**src/rtl/axi_wr_scheduler.sv**
```systemverilog
// Round-robin write-burst scheduler for two FIFO requesters feeding one AXI master.
// Issues one burst command at a time and tracks per-requester address offsets, counters and errors.
module axi_wr_scheduler #(
    parameter int unsigned DATA_WIDTH   = 256,
    parameter int unsigned BURST_LEN    = 16,
    parameter logic [31:0] REGION0_BASE = 32'h0000_0000,
    parameter logic [31:0] REGION1_BASE = 32'h0010_0000,
    parameter int unsigned REGION_SIZE  = 4096,
    parameter int unsigned TIMEOUT      = 1024
) (
    input  logic        i_axi_clk,
    input  logic        i_rst,
    input  logic        i_enable,
    input  logic [1:0]  i_req,
    output logic        o_cmd_valid,
    input  logic        i_cmd_ready,
    output logic [31:0] o_cmd_addr,
    output logic [1:0]  o_grant,
    input  logic        i_done,
    input  logic [1:0]  i_bresp,
    output logic        o_busy,
    output logic [1:0]  o_err,
    output logic        o_timeout,
    output logic [1:0]  o_wrap,
    output logic [15:0] o_burst_cnt0,
    output logic [15:0] o_burst_cnt1,
    output logic [1:0]  o_state
);

    localparam int unsigned BURST_BYTES = BURST_LEN * (DATA_WIDTH / 8);
    localparam int unsigned TMO_W       = $clog2(TIMEOUT) + 1;

    typedef enum logic [1:0] {
        IDLE      = 2'd0,
        ISSUE     = 2'd1,
        WAIT_DONE = 2'd2
    } state_t;

    state_t             state_q, state_d;
    logic               cmd_valid_q, cmd_valid_d;
    logic [31:0]        cmd_addr_q, cmd_addr_d;
    logic [1:0]         grant_q, grant_d;
    logic               busy_q, busy_d;
    logic [1:0]         err_q, err_d;
    logic               timeout_q, timeout_d;
    logic [1:0]         wrap_q, wrap_d;
    logic [15:0]        cnt0_q, cnt0_d;
    logic [15:0]        cnt1_q, cnt1_d;
    logic [31:0]        off0_q, off0_d;
    logic [31:0]        off1_q, off1_d;
    logic [TMO_W-1:0]   tmo_q, tmo_d;
    logic               rr_q, rr_d;

    logic               win;
    logic [31:0]        off_next;
    logic               wrap_hit;

    always_comb begin
        state_d     = state_q;
        cmd_valid_d = cmd_valid_q;
        cmd_addr_d  = cmd_addr_q;
        grant_d     = grant_q;
        err_d       = err_q;
        timeout_d   = timeout_q;
        wrap_d      = '0;
        cnt0_d      = cnt0_q;
        cnt1_d      = cnt1_q;
        off0_d      = off0_q;
        off1_d      = off1_q;
        tmo_d       = tmo_q;
        rr_d        = rr_q;
        // On a tie the requester that was not granted last wins.
        win         = (i_req == 2'b11) ? ~rr_q : i_req[1];
        off_next    = (grant_q[1] ? off1_q : off0_q) + BURST_BYTES;
        wrap_hit    = (off_next == REGION_SIZE);

        case (state_q)
            IDLE: begin
                if (i_enable && (i_req != '0)) begin
                    grant_d     = win ? 2'b10 : 2'b01;
                    cmd_addr_d  = win ? (REGION1_BASE + off1_q) : (REGION0_BASE + off0_q);
                    cmd_valid_d = 1'b1;
                    rr_d        = win;
                    state_d     = ISSUE;
                end
            end
            ISSUE: begin
                if (i_cmd_ready) begin
                    cmd_valid_d = 1'b0;
                    tmo_d       = '0;
                    state_d     = WAIT_DONE;
                end
            end
            WAIT_DONE: begin
                if (i_done) begin
                    if (grant_q[1]) begin
                        cnt1_d    = cnt1_q + 16'd1;
                        err_d[1]  = err_q[1] | (i_bresp != 2'b00);
                        off1_d    = wrap_hit ? '0 : off_next;
                        wrap_d[1] = wrap_hit;
                    end else begin
                        cnt0_d    = cnt0_q + 16'd1;
                        err_d[0]  = err_q[0] | (i_bresp != 2'b00);
                        off0_d    = wrap_hit ? '0 : off_next;
                        wrap_d[0] = wrap_hit;
                    end
                    grant_d = '0;
                    state_d = IDLE;
                end else if (tmo_q == TMO_W'(TIMEOUT - 1)) begin
                    timeout_d = 1'b1;
                    grant_d   = '0;
                    state_d   = IDLE;
                end else begin
                    tmo_d = tmo_q + 1'b1;
                end
            end
            default: begin
                state_d = IDLE;
            end
        endcase

        busy_d = (state_d != IDLE);
    end

    always_ff @(posedge i_axi_clk) begin
        if (i_rst) begin
            state_q     <= IDLE;
            cmd_valid_q <= 1'b0;
            cmd_addr_q  <= REGION0_BASE;
            grant_q     <= '0;
            busy_q      <= 1'b0;
            err_q       <= '0;
            timeout_q   <= 1'b0;
            wrap_q      <= '0;
            cnt0_q      <= '0;
            cnt1_q      <= '0;
            off0_q      <= '0;
            off1_q      <= '0;
            tmo_q       <= '0;
            rr_q        <= 1'b1;
        end else begin
            state_q     <= state_d;
            cmd_valid_q <= cmd_valid_d;
            cmd_addr_q  <= cmd_addr_d;
            grant_q     <= grant_d;
            busy_q      <= busy_d;
            err_q       <= err_d;
            timeout_q   <= timeout_d;
            wrap_q      <= wrap_d;
            cnt0_q      <= cnt0_d;
            cnt1_q      <= cnt1_d;
            off0_q      <= off0_d;
            off1_q      <= off1_d;
            tmo_q       <= tmo_d;
            rr_q        <= rr_d;
        end
    end

    assign o_cmd_valid  = cmd_valid_q;
    assign o_cmd_addr   = cmd_addr_q;
    assign o_grant      = grant_q;
    assign o_busy       = busy_q;
    assign o_err        = err_q;
    assign o_timeout    = timeout_q;
    assign o_wrap       = wrap_q;
    assign o_burst_cnt0 = cnt0_q;
    assign o_burst_cnt1 = cnt1_q;
    assign o_state      = state_q;

endmodule

```
**config.mk**
```make
export PLATFORM = sky130hd
export DESIGN_NAME = axi_wr_scheduler
export DESIGN_NICKNAME = d
export VERILOG_FILES = /design/src/rtl/axi_wr_scheduler.sv
export SDC_FILE = /design/constraint.sdc
export NUM_CORES = 1
export LEC_CHECK = 0
export CORE_ASPECT_RATIO = 1.5
export CORE_MARGIN = 3
export CORE_UTILIZATION = 58
export CTS_BUF_LIST = sky130_fd_sc_hd__clkbuf_8
export CTS_CLUSTER_DIAMETER = 80
export DETAILED_ROUTE_END_ITERATION = 12
export PLACE_DENSITY = 0.83
export SETUP_SLACK_MARGIN = 0.02
export SLEW_MARGIN = 10
export SYNTH_ARGS = -nofsm -noshare
export SYNTH_HDL_FRONTEND = slang
export SYNTH_SLANG_ARGS = --single-unit
```
**constraint.sdc**
```tcl
create_clock -name i_axi_clk -period 4 [get_ports i_axi_clk]
set_clock_uncertainty 0.1 [all_clocks]
set_input_delay 1.2 -clock i_axi_clk [delete_from_list [all_inputs] [get_ports i_axi_clk]]
set_output_delay 1.2 -clock i_axi_clk [all_outputs]
set_load 0.01 [all_outputs]
```
==> results by stage <==
Critical path:
- The most critical setup path has its startpoint at off0_q[9].
- The endpoint of the lowest-slack register-to-register path is o_wrap[0].
- The most numerous cell type found on the critical path is or3_1.
- For the worst setup path, the data required time is 4.26 ns.
- The data arrival time of the critical path is 3.51 ns.
- The critical path startpoint category is a register.
- Along the worst path, the maximum fanout reaches 10.
- The register-to-register setup slack is 0.75 ns.
- The startpoint identified for the worst register-to-register timing path is off0_q[9].
- Walking the worst path, the cells encountered are nand2b_1 > nand2_1 > ha_1 > nand4b_1 > a222oi_1 > buf_4 > nand4_1 > xor2_1 > or3_1 > or3_1 > nor4_2.
- STA classifies the critical path endpoint as a register.
- The slowest library cell on the worst path is dfxtp_1.
- The critical path runs through a total of 11 cells.
- Measured in cells, the most critical reg-to-reg path has a length of 11.
- The category of the critical setup timing path is register to register.
- The number of buffer and inverter stages on the critical path is 1.
- The timing endpoint of the critical path is o_wrap[0].
- The critical path's top delay family is simple AND/OR/NAND/NOR gates.
- For this run, the slowest stage of the critical path takes 0.45 ns.

Place:
- The final RePlAce weighted congestion is 0.9641.
- The HPWL after detailed placement is 11720 um.
- Timing analysis after detailed placement gives a worst setup slack of 0.5608 ns.
- The quantity of I/O buffers inserted on ports is 83.

Clock tree:
- The tree is rooted in a clkbuf_8.
- Once the clock tree was built, the setup fixing pass inserted 0 buffers.
- Clock tree synthesis found a total of 151 sinks.
- The H-tree depth is 4.
- The clock passes through at most 2 buffers.
- The clock-pin slew on the worst setup and hold paths is 0.09 ns.
- The number of buffers added to fix hold violations after cts is 0.
- The number of buffers created by CTS is 17.
- After clock tree synthesis, the repair step resized 0 gates.
- At the later pin of the worst-skew pair, clock insertion delay measures 0.46 ns.
- The clock tree from TritonCTS is built.

Layout:
- The filler cell count is 952.
- Relative to the synthesized area, the layout overhead comes to 18.33%.
- Registers take 3024 um2.
- The number of antenna diodes in the final layout is 0.
- In the final layout, the share of cells above drive strength 1 is 7.521%.
- The area used by multi-input combinational logic is 3940 um2.
- The utilization of the core after routing is 70.83%.
- The number of nets at the end of the flow is 945.

Drt:
- The total number of vias is 6383.
- The detailed-route wire length is 16960 um.
- The first-iteration detailed-routing DRC count is 417.
- For this run, design rule violations remaining after detail routing come to 0.
- The post-route antenna net violation count is 0.
- The count of TritonRoute iterations in the first routing pass is 5.
- Dividing the detail-routed wire length by the instance count gives 15.46 um.
- In the routed layout, each cell is associated on average with a via count of 5.819.

Power:
- After layout, the design draws a total of 2.934 mW.
- IR analysis of the VDD net gives a maximum drop of 345.5 uV.
- The leakage power summed over all cells is 2.949 nW.
- For this design the ratio of total power to cell area is 342.9 nW/um2.

Logic synthesis:
- The post-synthesis net count is 881.
- In this run, distinct cell masters in the synthesized netlist total 58.
- The share of the Yosys chip area taken by registers is 41.81%.
- Counting flops and latches in the post-synthesis netlist gives 151.
- The mean instance size in the synthesized netlist is 8.338 um2.
- In this run, synthesis inferred 0 flip-flops with an integrated enable.
- Among all flip-flop cells after synthesis, the most frequent one is dfxtp_1.
- Yosys printed 0 warnings.
- The post-synthesis instance area is 7229 um2.
- Of all flip-flops after synthesis, the portion carrying an async set or reset was 0%.
- The number of instances in the synthesized netlist is 867.

Status:
- The run finished with clean final reports.

Floorplanning:
- In this run the horizontal extent of the chip is 97.16 um.
- Pin placement for this block handled 84 I/O pins.
- The floorplan step defined a core boundary enclosing 12080 um2.
- The floorplan step set the die height to 142.7 um.
- The full die area is 13870 um2.
- The initial standard-cell utilization of the core is 59.86%.
- Row generation in the floorplan step produced 49 rows.

Global routing:
- The first global-routing pass estimated 28540 um of wire.
- The via count of the first global-routing pass is 5919.
- The remaining global-route overflow is 0.
- Global routing used 24.81% of the available tracks across all layers.
- The maximum number of pins on one net before global-route repair is 60.
- The number of antenna violations at the first check in global routing is 0.

Timing:
- Setup repair after global routing left no endpoint under its margin.
- In this run the tightest slew margin relative to its limit is 55.27%.
- Of the available clock period, the critical path in the final layout requires 81.15%.
- Derived from the worst setup path, the maximum achievable clock frequency is 0.3081 GHz.
- At the pin with the least slew margin, the transition time is 0.6692 ns.
- In the post-route analysis, the smallest setup slack over all paths is 0.7539 ns.
- The max-slew violation total from the final report came to 0.
- After routing, the total negative slack on setup checks comes to 0 ns.
- The final critical-path required period is 3.246 ns.
- Setup violations remaining at the end of the flow were counted as 0.
- The number of hold violations in the final report was 0.

Job:
- Max-cap violations in this run came to 0.

Worst hold path:
- In this run the worst hold path is classified as register to register.
- The worst hold path depth is 2.
-- cell families (layout without fill, tap and decap cells) --
group | after synthesis | after routing | share of synthesized area (%)
AOI/OAI and AO/OA | 160 | 160 | 14.04
xor gates and xnor gates | 60 | 60 | 7.269
adders and majority gates | 5 | 5 | 0.8654
buffers and inverters | 64 | 141 | 3.911
DFF | 151 | 151 | 41.81
muxes | 39 | 39 | 5.434
and+or+nand+nor | 388 | 388 | 26.67
-- worst min-delay path, stage by stage (launching register included) --
cell     delay, ns
dfxtp_1       0.32
nand2_1       0.05
a21oi_1       0.05
-- metal layers --
metal	global-route usage, %	vias up	share of wire, %	wire [um]
li1	-	3163	-	-
met1	30.84	2986	43	7322
met2	43.16	193	50	8465
met3	5.083	41	5.0	840
met4	8.136	0	1.9	327
met5	0	-	0	0
-- placed cells by master, fill, tap and decap left out, drive strengths merged, types with 15 or more instances in the layout --
cell type and instances:
dfxtp 151, xnor2 17, nand2 124, o21ai 16, buf 18, inv 15, clkdlybuf4s50 82, nand4 25
nor2b 20, clkbuf 18, a211oi 30, a21oi 78, mux2i 37, nor2 94, xor2 43, nand3 38
-- cell type report --
type / count / share of cell area (%)
multi-input combinational: 652 / 46.06
sequential: 151 / 35.35
clock inverter: 14 / 1.594
timing repair buffer: 100 / 11.47
inverter: 9 / 0.3949
clock buffer: 18 / 2.896
tap: 153 / 2.238
-- cells in the mapped netlist, types with 10 or more instances --
| library cell | number | area (um2) |
|---|---|---|
| a211oi_1 | 30 | 225.2 |
| a21oi_1 | 77 | 385.4 |
| and3_1 | 10 | 62.56 |
| clkbuf_1 | 35 | 131.4 |
| dfxtp_1 | 151 | 3023 |
| mux2i_1 | 37 | 370.4 |
| nand2_1 | 124 | 465.5 |
| nand3_1 | 38 | 190.2 |
| nand3b_1 | 12 | 90.09 |
| nand4_1 | 22 | 137.6 |
| nor2_1 | 94 | 352.8 |
| nor2b_1 | 20 | 125.1 |
| o21ai_0 | 16 | 80.08 |
| or3_1 | 12 | 75.07 |
| xnor2_1 | 17 | 148.9 |
| xor2_1 | 43 | 376.6 |
-- sequential cells by signal, indices dropped and copies added, names as in the netlist, 11 cells and up --
register      cells
o_burst_cnt0     16
o_burst_cnt1     16
o_cmd_addr       32
off0_q           32
off1_q           32
tmo_q            11
-- report_power, final --
part	leakage, nW	internal [mW]	switching, mW	total, mW
registers	1.22	1.53	0.0190	1.55
logic	1.54	0.109	0.136	0.245
clock network	0.187	0.521	0.618	1.14
-- per-stage QoR --
stage / cell area, um2 / std cells / hold slack [ns]
3_5_place_dp: 8170 / 1065 / 0.3456
3_3_place_gp: 8170 / 1065 / 0.3452
4_1_cts: 8554 / 1097 / 0.3590
6_report: 8554 / 1097 / 0.3585
5_1_grt: 8554 / 1097 / 0.3859
2_1_floorplan: 7229 / 867 / 0.3260
-- worst min path at each step --
stage | from | endpoint
6_report | o_cmd_valid | o_cmd_valid
5_1_grt | tmo_q[10] | tmo_q[10]
4_1_cts | o_cmd_valid | o_cmd_valid
3_5_place_dp | tmo_q[10] | tmo_q[10]
3_3_place_gp | o_cmd_valid | o_cmd_valid
2_1_floorplan | tmo_q[10] | tmo_q[10]
No activity file was read; power rests on OpenSTA's default activity.
